File: src/rtl/io_bank_arbiter.sv
// io_bank_arbiter: Wishbone-programmed user IO bank with LA takeover.
// Ports: wb_clk_i/wb_rst_ni (async low reset), wbs_* Wishbone slave,
//   la_req_i/la_gnt_o ownership handshake, la_out_i/la_oeb_i LA pad
//   drive, io_in/io_out/io_oeb pads, irq_o pulse on ownership change.
// Optional: define IO_IN_SYNC_EN to put a 2-flop synchronizer on io_in.
// Map: 00/04 OUT, 08/0C OEB, 10/14 IN, 18 CTRL{owned,allow}, 1C STATUS.
module io_bank_arbiter #(
  parameter logic [31:0] BASE_ADDR = 32'h3000_0000,
  parameter int          IO_W      = 38,
  parameter int          GUARD_CYC = 1
) (
  input  logic            wb_clk_i,
  input  logic            wb_rst_ni,
  input  logic            wbs_cyc_i,
  input  logic            wbs_stb_i,
  input  logic            wbs_we_i,
  input  logic [3:0]      wbs_sel_i,
  input  logic [31:0]     wbs_adr_i,
  input  logic [31:0]     wbs_dat_i,
  output logic [31:0]     wbs_dat_o,
  output logic            wbs_ack_o,
  input  logic            la_req_i,
  output logic            la_gnt_o,
  input  logic [IO_W-1:0] la_out_i,
  input  logic [IO_W-1:0] la_oeb_i,
  input  logic [IO_W-1:0] io_in,
  output logic [IO_W-1:0] io_out,
  output logic [IO_W-1:0] io_oeb,
  output logic            irq_o
);

  typedef enum logic [1:0] {
    WB_OWN      = 2'd0,
    GUARD_TO_LA = 2'd1,
    LA_OWN      = 2'd2,
    GUARD_TO_WB = 2'd3
  } own_e;

  localparam logic [3:0] GLOAD = 4'(GUARD_CYC - 1);

  own_e            st_q, st_d;
  logic [3:0]      cnt_q, cnt_d;
  logic [IO_W-1:0] out_q, oeb_q, in_q;
  logic [IO_W-1:0] pad_out_q, pad_oeb_q;
  logic [IO_W-1:0] out_w, oeb_w;
  logic            allow_q, gnt_q, irq_q, ack_q;
  logic [31:0]     dat_q, rdata;
  logic [63:0]     out64, oeb64, in64;
  logic            hit, acc, wr;
  logic [2:0]      widx;

  function automatic logic [63:0] wmerge(
    input logic [63:0] old,
    input logic [31:0] d,
    input logic [3:0]  sel,
    input logic        hi
  );
    logic [63:0] r;
    r = old;
    for (int b = 0; b < 4; b++) begin
      if (sel[b]) begin
        if (hi) r[32+8*b +: 8] = d[8*b +: 8];
        else    r[8*b +: 8]    = d[8*b +: 8];
      end
    end
    return r;
  endfunction

  // Misaligned word addresses decode as unmapped.
  assign hit  = (wbs_adr_i[31:8] == BASE_ADDR[31:8])
             && (wbs_adr_i[7:5] == 3'b000)
             && (wbs_adr_i[1:0] == 2'b00);
  assign widx = wbs_adr_i[4:2];

  // A new access is only taken while ack is low, which spaces
  // back-to-back accesses two cycles apart.
  assign acc = wbs_cyc_i & wbs_stb_i & ~ack_q;
  assign wr  = ack_q & wbs_cyc_i & wbs_stb_i & wbs_we_i & hit;

  assign out64 = 64'(out_q);
  assign oeb64 = 64'(oeb_q);
  assign in64  = 64'(in_q);
  assign out_w = IO_W'(wmerge(out64, wbs_dat_i, wbs_sel_i, widx[0]));
  assign oeb_w = IO_W'(wmerge(oeb64, wbs_dat_i, wbs_sel_i, widx[0]));

  always_comb begin
    rdata = '0;
    if (hit) begin
      unique case (widx)
        3'd0: rdata = out64[31:0];
        3'd1: rdata = out64[63:32];
        3'd2: rdata = oeb64[31:0];
        3'd3: rdata = oeb64[63:32];
        3'd4: rdata = in64[31:0];
        3'd5: rdata = in64[63:32];
        3'd6: rdata = {30'd0, gnt_q, allow_q};
        3'd7: rdata = {30'd0, st_q};
      endcase
    end
  end

  // An abandoned cycle never shows an ack or its data.
  assign wbs_ack_o = ack_q & wbs_cyc_i & wbs_stb_i;
  assign wbs_dat_o = wbs_ack_o ? dat_q : '0;

  always_ff @(posedge wb_clk_i or negedge wb_rst_ni) begin
    if (!wb_rst_ni) begin
      ack_q <= 1'b0;
      dat_q <= '0;
    end else begin
      ack_q <= acc;
      dat_q <= (acc && !wbs_we_i) ? rdata : '0;
    end
  end

  always_ff @(posedge wb_clk_i or negedge wb_rst_ni) begin
    if (!wb_rst_ni) begin
      out_q   <= '0;
      oeb_q   <= '1;
      allow_q <= 1'b0;
    end else if (wr) begin
      case (widx)
        3'd0, 3'd1: out_q <= out_w;
        3'd2, 3'd3: oeb_q <= oeb_w;
        3'd6: if (wbs_sel_i[0]) allow_q <= wbs_dat_i[0];
        default: ;
      endcase
    end
  end

`ifdef IO_IN_SYNC_EN
  logic [IO_W-1:0] sync1_q, sync2_q;

  always_ff @(posedge wb_clk_i or negedge wb_rst_ni) begin
    if (!wb_rst_ni) begin
      sync1_q <= '0;
      sync2_q <= '0;
      in_q    <= '0;
    end else begin
      sync1_q <= io_in;
      sync2_q <= sync1_q;
      in_q    <= sync2_q;
    end
  end
`else
  always_ff @(posedge wb_clk_i or negedge wb_rst_ni) begin
    if (!wb_rst_ni) in_q <= '0;
    else            in_q <= io_in;
  end
`endif

  // Guard states ignore la_req_i; LA_OWN hands back as soon as either
  // the request or the permission goes away.
  always_comb begin
    st_d  = st_q;
    cnt_d = cnt_q;
    unique case (st_q)
      WB_OWN: begin
        if (la_req_i && allow_q) begin
          st_d  = GUARD_TO_LA;
          cnt_d = GLOAD;
        end
      end
      GUARD_TO_LA: begin
        if (cnt_q == 4'd0) st_d = LA_OWN;
        else               cnt_d = cnt_q - 4'd1;
      end
      LA_OWN: begin
        if (!la_req_i || !allow_q) begin
          st_d  = GUARD_TO_WB;
          cnt_d = GLOAD;
        end
      end
      GUARD_TO_WB: begin
        if (cnt_q == 4'd0) st_d = WB_OWN;
        else               cnt_d = cnt_q - 4'd1;
      end
    endcase
  end

  // Pads are registered from the next state so the tristate window
  // coincides exactly with the guard states.
  always_ff @(posedge wb_clk_i or negedge wb_rst_ni) begin
    if (!wb_rst_ni) begin
      st_q      <= WB_OWN;
      cnt_q     <= '0;
      gnt_q     <= 1'b0;
      irq_q     <= 1'b0;
      pad_out_q <= '0;
      pad_oeb_q <= '1;
    end else begin
      st_q  <= st_d;
      cnt_q <= cnt_d;
      gnt_q <= (st_d == LA_OWN);
      irq_q <= ((st_d == LA_OWN) && (st_q == GUARD_TO_LA))
            || ((st_d == WB_OWN) && (st_q == GUARD_TO_WB));
      unique case (st_d)
        WB_OWN: begin
          pad_out_q <= out_q;
          pad_oeb_q <= oeb_q;
        end
        LA_OWN: begin
          pad_out_q <= la_out_i;
          pad_oeb_q <= la_oeb_i;
        end
        default: pad_oeb_q <= '1;
      endcase
    end
  end

  assign la_gnt_o = gnt_q;
  assign irq_o    = irq_q;
  assign io_out   = pad_out_q;
  assign io_oeb   = pad_oeb_q;

endmodule

File: config.mk
export PLATFORM = sky130hd
export DESIGN_NAME = io_bank_arbiter
export DESIGN_NICKNAME = d
export VERILOG_FILES = /design/src/rtl/io_bank_arbiter.sv
export SDC_FILE = /design/constraint.sdc
export NUM_CORES = 1
export LEC_CHECK = 0
export CORE_MARGIN = 10
export CORE_UTILIZATION = 49
export CTS_BUF_LIST = sky130_fd_sc_hd__clkbuf_4
export DETAILED_ROUTE_END_ITERATION = 10
export MAX_ROUTING_LAYER = met4
export PLACE_DENSITY = 0.83
export RECOVER_POWER = 100
export SKIP_LAST_GASP = 1
export SYNTH_ARGS = -nofsm -noshare
export SYNTH_HDL_FRONTEND = slang
export SYNTH_SLANG_ARGS = --single-unit
File: constraint.sdc
create_clock -name wb_clk_i -period 2.5 [get_ports wb_clk_i]
set_input_delay 0.75 -clock wb_clk_i [delete_from_list [all_inputs] [get_ports wb_clk_i]]
set_output_delay 0.75 -clock wb_clk_i [all_outputs]
set_load 0.02 [all_outputs]
==> metrics <==
status=complete, but fails checks; failing checks=setup timing; Min-Delay Path Class=flop to flop; 1st-iter DRT viols=492; Synth cell types=45; nets@finish=between 1,000 and 1,500; Die Area=about 26,000 µm²; synth-to-layout area growth=45.2%; Slew Limit Fails=0; Reg area=5900 µm²; Reg2Reg Depth=8; number of global-route vias before repair=between 8,000 and 9,000; initial antenna violation count=8; max_cap viols=0; Setup crit end kind=flop; Crit Path Class=primary input to flop; ys async rst share=1.00; Fin. Hold Viols=0; Power Density=513 nW/µm²; Chip Height=162 µm; DR vias/cell=5.30; later-pin clock latency in the skew report=around 0.67 ns; CTS Buf Count=57; TritonRoute pass-1 iters=5; RSZ-0062 raised after global routing=true; first-pass GRT wire length=50.2 mm; r2r startpoint=cnt_q[0]; number of flops mapped to enable cells by yosys=0; hpwl dp=roughly 23 mm; Tcrit/Tclk final=1.04; top_reg_cell synth=dfrtp_1; port buffer count=around 300; Final Util=0.730; Post-Syn Area=roughly 9900 µm²; critical path data required time=3.03 ns; Crit. Startpoint=wbs_adr_i[28]; non-filler cells, final=1,558; gr usage total=0.250; post-synthesis sequential area ratio=0.598; DRT antenna net count=0; synthesized area per cell=11.2 µm²; TritonCTS clock tree=done; setup TNS=-7.95 ns; Setup Skew=0.0280 ns; WL final=32.1 mm; Post-Syn Nets=roughly 1,100; Rel. slew slack=0.347; Ports=299; CP endpoint=out_q[2]; flops & latches, synth=232; Rows=51; CORE AREA=19,700 µm²; initial core utilization=0.502; measured slew at the worst slew-check pin=a little under 1 ns; Overflow after GRT=0; time the worst path needs with I/O delays and setup=between 2 and 3 ns; final setup vio count=118; leakage power figure=6.76 nW; placer congestion estimate=approximately 0.87; CP max FO=14; capture point of the worst reg-to-reg path=io_out[28]; Die Wd=162 µm; Via Count=8,263; VDD IR max=about 310 µV; setup ws final=-0.110 ns; Clock transition at path regs=approximately 0.07 ns; Clock Tree Root=clkbuf_4; synthesized instance count=between 800 and 900; Placed Cells=1,435; Longest Clk Path Bufs=3; largest net degree at the start of global routing=58; H-tree depth=2; CP Data Arrival Time=3.14 ns; residual DRC count=0; top achievable clock speed=383 MHz; Layout fillers=1,439; WL per Instance=20.6 µm; YS warnings=0; layout cells sized above 1=0.287; multi-input logic area=~3800 µm²; FF-to-FF setup slack=0.08 ns; Clock Sinks=232; crit start category=primary input
==> critical path, stage by stage <==
cell	delay, ns
clkdlybuf4s50_1	0.49
nor4b_1	0.50
buf_4	0.22
nand4_1	0.07
buf_2	0.33
nor3_4	0.28
buf_12	0.16
mux2_2	0.33
==> timing repair <==
action	CTS	global route
gates cloned	4	0
setup endpoints to repair	71	33
resized for setup	253	5
setup buffers	5	1
hold endpoints to repair	18	0
pin swaps	24	1
hold buffers	1	0
==> synthesized netlist by cell type, drive strengths merged, types with 2 or more instances <==
cell type  instances  area [µm²]
nor2b              8        50.1
nand2b             4        25.0
o21ai             31         155
o221a              5        56.3
mux4               2        45.0
dfstp             76        2000
clkbuf            36         135
a21o               2        15.0
inv                9        33.8
dfrtp            156        3900
nand3             41         205
a31oi             38         238
and2              60         375
mux2i             32         320
nor4b              3        26.3
nand2            184         691
buf               18        86.3
o211ai             2        15.0
nor3              13         159
nor2              43         161
a21oi              4        20.0
or3                2        12.5
o22ai              2        12.5
o2bb2ai            2        17.5
nor4               7        50.1
nand4             13        81.3
mux2              77         867
==> cell families (layout without fill, tap and decap cells) <==
family | Yosys count | after routing | synth area share
AND/OR/NAND/NOR | 382 | 382 | 0.189
flip-flops | 232 | 232 | 0.598
multiplexers | 111 | 111 | 0.125
AO/OA/AOI/OAI | 92 | 92 | 0.0589
buffers and inverters | 64 | 466 | 0.0262
adder cells (fa/ha/maj) | 1 | 1 | 0.00127
XOR/XNOR | 1 | 1 | 0.00165
other | 0 | 8 | 0
==> routing by layer <==
layer / GRT usage / wire (µm)
met1: 0.289 / 12800
met2: 0.408 / 15700
met3: 0.0690 / 2410
met4: 0.0943 / 1090
met5: - / 0
==> worst min-delay path by stage <==
| stage | start | to | slack (ns) | cells after the start |
|---|---|---|---|---|
| after floorplan | ack_q | ack_q | 0.41 | 1 |
| after global placement | oeb_q[6] | io_oeb[6] | 0.48 | 2 |
| after detailed placement | oeb_q[8] | io_oeb[8] | 0.49 | 2 |
| after CTS | io_in[26] | in_q[26] | 0.48 | 1 |
| after global routing | oeb_q[31] | io_oeb[31] | 0.52 | 2 |
| final | oeb_q[21] | io_oeb[21] | 0.49 | 2 |
==> through the flow <==
step           hold slack (ns)  setup WS, ns  total power [W]  instance area, µm²
3_3_place_gp             0.484        -0.627          0.00439               13500
5_1_grt                  0.521        -0.214          0.00768               14300
4_1_cts                  0.479        -0.165          0.00746               14500
3_5_place_dp             0.490        -0.694          0.00440               13500
6_report                 0.486        -0.110          0.00736               14300
2_1_floorplan            0.409        0.0828          0.00395                9880
==> power by group <==
part | internal (W) | total, W | switching, W
Clock | 0.00152 | 0.00303 | 0.00152
Combinational | 0.000310 | 0.000529 | 0.000219
Sequential | 0.00379 | 0.00380 | 0.0000102
Total | 0.00562 | 0.00736 | 0.00175
==> sequential cells by signal (all words and copies together), names as in the netlist, 2 cells and up <==
name,flops
in_q,38
io_oeb,38
io_out,38
oeb_q,38
out_q,38
dat_q,32
cnt_q,4
st_q,2
==> cell usage in the layout, fill, tap and decap left out, drive strengths merged, types with 2 or more instances in the layout <==
| cell type | n |
|---|---|
| nand2 | 184 |
| clkdlybuf4s50 | 183 |
| dfrtp | 156 |
| clkbuf | 94 |
| mux2 | 77 |
| dfstp | 76 |
| buf | 75 |
| and2 | 60 |
| nor2 | 43 |
| nand3 | 41 |
| dlygate4sd3 | 40 |
| dlygate4sd2 | 40 |
| a31oi | 38 |
| mux2i | 32 |
| o21ai | 31 |
| clkinv | 23 |
| nand4 | 13 |
| nor3 | 13 |
| inv | 10 |
| diode | 8 |
| nor2b | 8 |
| nor4 | 7 |
| o221a | 5 |
| nand2b | 4 |
| a21oi | 4 |
| nor4b | 3 |
| o211ai | 2 |
| or3 | 2 |
| o2bb2ai | 2 |
| a21o | 2 |
| mux4 | 2 |
| o22ai | 2 |
==> layout make-up <==
| class | instances | share of cell area |
|---|---|---|
| diodes | 8 | 0.00140 |
| clock buffers | 82 | 0.0429 |
| clock inverters | 23 | 0.00646 |
| inverters | 10 | 0.00262 |
| multi-input cells | 587 | 0.264 |
| flip-flops and latches | 232 | 0.412 |
| well taps | 265 | 0.0231 |
| repair buffers | 351 | 0.248 |
Note: power is estimated with default switching activity, not from simulation.
